===== src/rtl/lsu_mem_ctrl.sv =====
// Load/store sequencer between the ALU->LSU boundary and a req/gnt/rvalid data-memory port.
// Formats byte enables and store data, extends load data, and reports misalignment and bus timeouts.
module lsu_mem_ctrl #(
  parameter int BUS_TIMEOUT = 16
) (
  input  logic        clk,
  input  logic        rst_n,
  input  logic        alu_mem_req_i,
  input  logic        alu_mem_we_i,
  input  logic [1:0]  alu_mem_size_i,
  input  logic        alu_mem_unsigned_i,
  input  logic [31:0] alu_mem_addr_i,
  input  logic [31:0] alu_mem_wdata_i,
  input  logic [4:0]  alu_rd_reg_addr_i,
  output logic        dmem_req_o,
  output logic        dmem_we_o,
  output logic [31:0] dmem_addr_o,
  output logic [3:0]  dmem_be_o,
  output logic [31:0] dmem_wdata_o,
  input  logic        dmem_gnt_i,
  input  logic        dmem_rvalid_i,
  input  logic [31:0] dmem_rdata_i,
  output logic        lsu_stall_o,
  output logic        lsu_load_valid_o,
  output logic [31:0] lsu_load_data_o,
  output logic [4:0]  lsu_load_rd_o,
  output logic        lsu_misalign_o,
  output logic        lsu_bus_err_o
);

  localparam logic [1:0] IDLE = 2'd0;
  localparam logic [1:0] REQ  = 2'd1;
  localparam logic [1:0] WAIT = 2'd2;
  localparam logic [7:0] TIMEOUT_LAST = 8'(BUS_TIMEOUT - 1);

  logic [1:0]  state_reg;
  logic [7:0]  timer_reg;
  logic        we_reg;
  logic [1:0]  size_reg;
  logic        unsigned_reg;
  logic [1:0]  lane_reg;
  logic [4:0]  rd_reg;
  logic [31:0] addr_reg;
  logic [3:0]  be_reg;
  logic [31:0] wdata_reg;
  logic        load_valid_reg;
  logic [31:0] load_data_reg;
  logic [4:0]  load_rd_reg;
  logic        misalign_reg;
  logic        bus_err_reg;

  logic        misaligned;
  logic        accept;
  logic [3:0]  be_fmt;
  logic [31:0] wdata_fmt;
  logic [31:0] rdata_shifted;
  logic [31:0] load_ext;

  assign misaligned = ((alu_mem_size_i == 2'b01) && alu_mem_addr_i[0]) ||
                      (alu_mem_size_i[1] && (alu_mem_addr_i[1:0] != 2'b00));
  // rst_n gates acceptance so stall is low for the whole reset assertion.
  assign accept = rst_n && (state_reg == IDLE) && alu_mem_req_i && !misaligned;

  genvar gi;
  generate
    for (gi = 0; gi < 4; gi++) begin : g_lane
      localparam logic [1:0] LANE = 2'(gi);
      assign be_fmt[gi] = (alu_mem_size_i == 2'b00) ? (alu_mem_addr_i[1:0] == LANE) :
                          (alu_mem_size_i == 2'b01) ? (alu_mem_addr_i[1] == LANE[1]) : 1'b1;
      assign wdata_fmt[gi*8 +: 8] = (alu_mem_size_i == 2'b00) ? alu_mem_wdata_i[7:0] :
                                    (alu_mem_size_i == 2'b01) ? alu_mem_wdata_i[(gi%2)*8 +: 8] :
                                                                alu_mem_wdata_i[gi*8 +: 8];
    end
  endgenerate

  assign rdata_shifted = dmem_rdata_i >> {lane_reg, 3'b000};

  always_comb begin
    load_ext = dmem_rdata_i;
    case (size_reg)
      2'b00:   load_ext = {{24{~unsigned_reg & rdata_shifted[7]}}, rdata_shifted[7:0]};
      2'b01:   load_ext = {{16{~unsigned_reg & rdata_shifted[15]}}, rdata_shifted[15:0]};
      default: load_ext = dmem_rdata_i;
    endcase
  end

  always_ff @(posedge clk or negedge rst_n) begin
    if (!rst_n) begin
      state_reg      <= IDLE;
      timer_reg      <= '0;
      we_reg         <= 1'b0;
      size_reg       <= 2'b00;
      unsigned_reg   <= 1'b0;
      lane_reg       <= 2'b00;
      rd_reg         <= '0;
      addr_reg       <= '0;
      be_reg         <= '0;
      wdata_reg      <= '0;
      load_valid_reg <= 1'b0;
      load_data_reg  <= '0;
      load_rd_reg    <= '0;
      misalign_reg   <= 1'b0;
      bus_err_reg    <= 1'b0;
    end else begin
      load_valid_reg <= 1'b0;
      misalign_reg   <= 1'b0;
      bus_err_reg    <= 1'b0;
      case (state_reg)
        IDLE: begin
          misalign_reg <= alu_mem_req_i && misaligned;
          if (accept) begin
            we_reg       <= alu_mem_we_i;
            size_reg     <= alu_mem_size_i;
            unsigned_reg <= alu_mem_unsigned_i;
            lane_reg     <= alu_mem_addr_i[1:0];
            rd_reg       <= alu_rd_reg_addr_i;
            addr_reg     <= {alu_mem_addr_i[31:2], 2'b00};
            be_reg       <= be_fmt;
            wdata_reg    <= wdata_fmt;
            timer_reg    <= '0;
            state_reg    <= REQ;
          end
        end
        REQ: begin
          // The timeout wins over a grant arriving in the final allowed cycle.
          if (timer_reg == TIMEOUT_LAST) begin
            state_reg   <= IDLE;
            bus_err_reg <= 1'b1;
          end else begin
            timer_reg <= timer_reg + 8'd1;
            if (dmem_gnt_i) state_reg <= WAIT;
          end
        end
        WAIT: begin
          if (dmem_rvalid_i) begin
            state_reg <= IDLE;
            if (!we_reg) begin
              load_valid_reg <= 1'b1;
              load_data_reg  <= load_ext;
              load_rd_reg    <= rd_reg;
            end
          end else if (timer_reg == TIMEOUT_LAST) begin
            state_reg   <= IDLE;
            bus_err_reg <= 1'b1;
          end else begin
            timer_reg <= timer_reg + 8'd1;
          end
        end
        default: state_reg <= IDLE;
      endcase
    end
  end

  assign dmem_req_o       = (state_reg == REQ);
  assign dmem_we_o        = we_reg;
  assign dmem_addr_o      = addr_reg;
  assign dmem_be_o        = be_reg;
  assign dmem_wdata_o     = wdata_reg;
  assign lsu_stall_o      = (state_reg != IDLE) || accept;
  assign lsu_load_valid_o = load_valid_reg;
  assign lsu_load_data_o  = load_data_reg;
  assign lsu_load_rd_o    = load_rd_reg;
  assign lsu_misalign_o   = misalign_reg;
  assign lsu_bus_err_o    = bus_err_reg;

endmodule


===== config.mk =====
export PLATFORM = sky130hd
export DESIGN_NAME = lsu_mem_ctrl
export DESIGN_NICKNAME = d
export VERILOG_FILES = /design/src/rtl/lsu_mem_ctrl.sv
export SDC_FILE = /design/constraint.sdc
export NUM_CORES = 1
export LEC_CHECK = 0
export CAP_MARGIN = 20
export CORE_MARGIN = 3
export CORE_UTILIZATION = 36
export CTS_BUF_LIST = sky130_fd_sc_hd__clkbuf_4
export DETAILED_ROUTE_END_ITERATION = 8
export DONT_BUFFER_PORTS = 1
export MAX_ROUTING_LAYER = met4
export PLACE_DENSITY_LB_ADDON = 0.25
export REMOVE_ABC_BUFFERS = 1
export SLEW_MARGIN = 5
export SYNTH_ARGS = -nofsm -noshare
export SYNTH_HDL_FRONTEND = slang
export SYNTH_SLANG_ARGS = --single-unit

===== constraint.sdc =====
create_clock -name clk -period 2.4 [get_ports clk]
set_input_delay 0.36 -clock clk [delete_from_list [all_inputs] [get_ports clk]]
set_output_delay 0.36 -clock clk [all_outputs]
set_load 0.01 [all_outputs]

==> flow_metrics.tcl <==
set metrics [dict create \
    status "finished with violations" \
    violations "negative hold slack" \
    maxCapViolCount 0 \
    worst_hold_slack_ns -0.479 \
    die_h_microns 136 \
    yosys_register_bits 127 \
    layout.nets 744 \
    cts.sinks 127 \
    start_kind "register" \
    max_stage_delay_ns 0.56 \
    rr_endpoint "dmem_be_o[0]" \
    post-route-period-util_pct 88.9 \
    hold_class "primary input to asynchronous set/reset pin" \
    cts_resized 0 \
    fin_util_pct 45.5 \
    synth.top_cell.area_share_pct 52.4 \
    synthTopCellsByArea "dfrtp_1 52%, mux2_4 6.2%, mux2_2 5.8%, nand2_1 5.1%, mux2i_1 4.5%" \
    cts-buffers-inserted 17 \
    wirelength_mm 16.2 \
    area_growth_pct 21.3 \
    htree_num_levels 4 \
    crit_chain "inv_1 > ha_1 > o2111ai_4 > buf_12 > nand2_1 > o41ai_1 > dlygate4sd3_1" \
    r2r_start "state_reg[0]" \
    yosysWarnings 0 \
    hpwl_mm 10.6 \
    fmax_mhz 469 \
    synth_cells 546 \
    drc 0 \
    netlist_top_cells_count "127 x dfrtp_1, 82 x nand2_1, 46 x o21ai_0, 31 x mux2_2, 30 x nor2_1" \
    path_buf_inv 3 \
    start_util_pct 37.5 \
    wl_per_cell_microns 18.8 \
    via_per_inst 5.20 \
    clock_latency_ns 0.53 \
    slew_viol_final 0 \
    rows 46 \
    total_power_w 0.00799 \
    core_sq_um 16200 \
    root_buffer "clkbuf_4" \
    pin_count 221 \
    crit_type "register to register" \
    antenna_found_initial 1 \
    yosys.area.top_type "dfrtp_1" \
    setup_violations 0 \
    crit_path_top_delay_cell "dlygate4sd3_1" \
    rrSetupSlack_ns 0.27 \
    peakVddDrop_mv 0.480 \
    async_reset_ff_share_pct 100 \
    hold_viol_final 127 \
    fin_skew_ns 0.0155 \
    dr_total_vias 4476 \
    reg2regPathDepth 7 \
    power.static_leakage_nw 3.38 \
    clk_path_buf_depth 2 \
    drtAntennaViolNets 0 \
    ys.flop_type "dfrtp_1" \
    min_period_ns 2.13 \
    postCtsSetupBuffers 0 \
    die_area_sq_um 18400 \
    drive_above_1_share_pct 17.1 \
    p_per_area_nw_per_um2 1080 \
    critPathMaxFanout 58 \
    cts_tree "done" \
    grt_pass1_wl_mm 24.9 \
    grt-ovfl-total 0 \
    initialDrtViolationCount 226 \
    yosysMostFrequentCell "dfrtp_1" \
    worstMarginPinSlew_ns 0.762 \
    routabilityCongestion 0.853 \
    avgSynthCellArea_sq_um 11.1 \
    rsz0062_at_grt "no" \
    cp_top_family "buffers and inverters" \
    grt_max_degree 131 \
    timing.slew.headroom_pct 49.0 \
    arrival_ns 2.55 \
    io_buffers 0 \
    grt_pass1_vias 4609 \
    die_width_microns 136 \
    synth-edff-count 0 \
    ys_types 59 \
    holdBufCountCts 89 \
    required_ns 2.81 \
    syn_area_sq_um 6070 \
    clk_pin_slew_ns 0.12 \
    yosysSeqAreaShare_pct 52.4 \
    grt_usage_pct 17.9 \
    crit_path_end_kind "register" \
    dr.pass1.iters 4 \
]
[where the power goes]
part / switching (W) / total, W / internal (W)
Sequential: 0.00129 / 0.00440 / 0.00311
Combinational: 0.00104 / 0.00226 / 0.00122
Clock: 0.000792 / 0.00133 / 0.000534
Total: 0.00313 / 0.00799 / 0.00486
[through the flow]
step	cell area (sq um)	setup TNS, ns	worst slack, ns	hold slack (ns)	instances
floorplan	5840	-19.54	-0.247	0.0644	511
global placement	6210	0	0.538	0.0695	736
detailed placement	6210	0	0.441	0.0687	736
CTS	7340	0	0.262	-0.547	857
global route	7360	0	0.141	-0.577	861
finish	7360	0	0.266	-0.479	861
[worst reg2reg max path, stage by stage, from the launching register on]
cell	delay, ns
dfrtp_1	0.42
inv_1	0.11
ha_1	0.34
o2111ai_4	0.22
buf_12	0.24
nand2_1	0.09
o41ai_1	0.06
dlygate4sd3_1	0.56
[worst max-delay path by stage]
stage / start / end / slack [ns] / cells after the start
final: state_reg[0] / dmem_be_o[0] / 0.27 / 7
after global routing: state_reg[0] / dmem_be_o[0] / 0.14 / 7
after CTS: state_reg[0] / dmem_be_o[0] / 0.26 / 7
after detailed placement: state_reg[1] / timer_reg[4] / 0.44 / 6
after global placement: state_reg[0] / timer_reg[4] / 0.54 / 6
after floorplan: state_reg[0] / lsu_load_data_o[13] / -0.25 / 6
[kinds of logic (layout without fill, tap and decap cells)]
logic type / Yosys count / after routing / share of synthesized area, %
flip-flops: 127 / 127 / 52.4
XOR/XNOR: 1 / 1 / 0.144
AO/OA/AOI/OAI: 114 / 114 / 12.4
buffers and inverters: 43 / 138 / 4.17
other: 1 / 5 / 0.0618
AND/OR/NAND/NOR: 172 / 172 / 13.4
adder cells (fa/ha/maj): 5 / 5 / 1.03
multiplexers: 83 / 83 / 16.4
[cell usage in the layout, fill, tap and decap left out, types with 2 or more instances in the layout]
cell type and n:
clkinv_1 5, clkinvlp_4 3, mux2i_1 27, diode_2 3
dlygate4sd3_1 90, nand2b_1 4, o41ai_1 2, nand3_2 10
a21oi_1 22, and3_1 3, mux2_2 31, clkinv_4 2
o211ai_1 3, mux2_4 25, a21o_1 4, buf_12 2
a222oi_1 5, o31ai_1 2, clkinv_2 3, a32o_1 2
ha_1 5, a31oi_1 2, nor2_1 30, o21a_1 8
nand4_1 2, dfrtp_1 127, nand2_1 82, o21ai_0 46
clkbuf_4 20, buf_4 7, conb_1 2, nand3_1 23
a21bo_2 2, a32oi_1 3, inv_1 4, nor2b_1 9
[per-layer routing]
metal	global-route usage, %	vias up	routed length, microns	part of all wire, %
li1	-	2106	-	-
met2	28.2	191	7820	48
met4	4.65	0	139	0.86
met5	-	-	0	0
met3	7.11	14	1680	10
met1	21.5	2165	6560	40
[cell type report]
cell class                 instances  area, sq um
antenna                            3         7.51
clock buffer                      20          150
clock inverter                    12         96.3
fill                            1517         8810
inverter                           7         26.3
multi-input combinational        377         2640
sequential                       127         3180
tap                              216          270
timing repair buffer              99          993
Power figures use the tool's default switching activity.
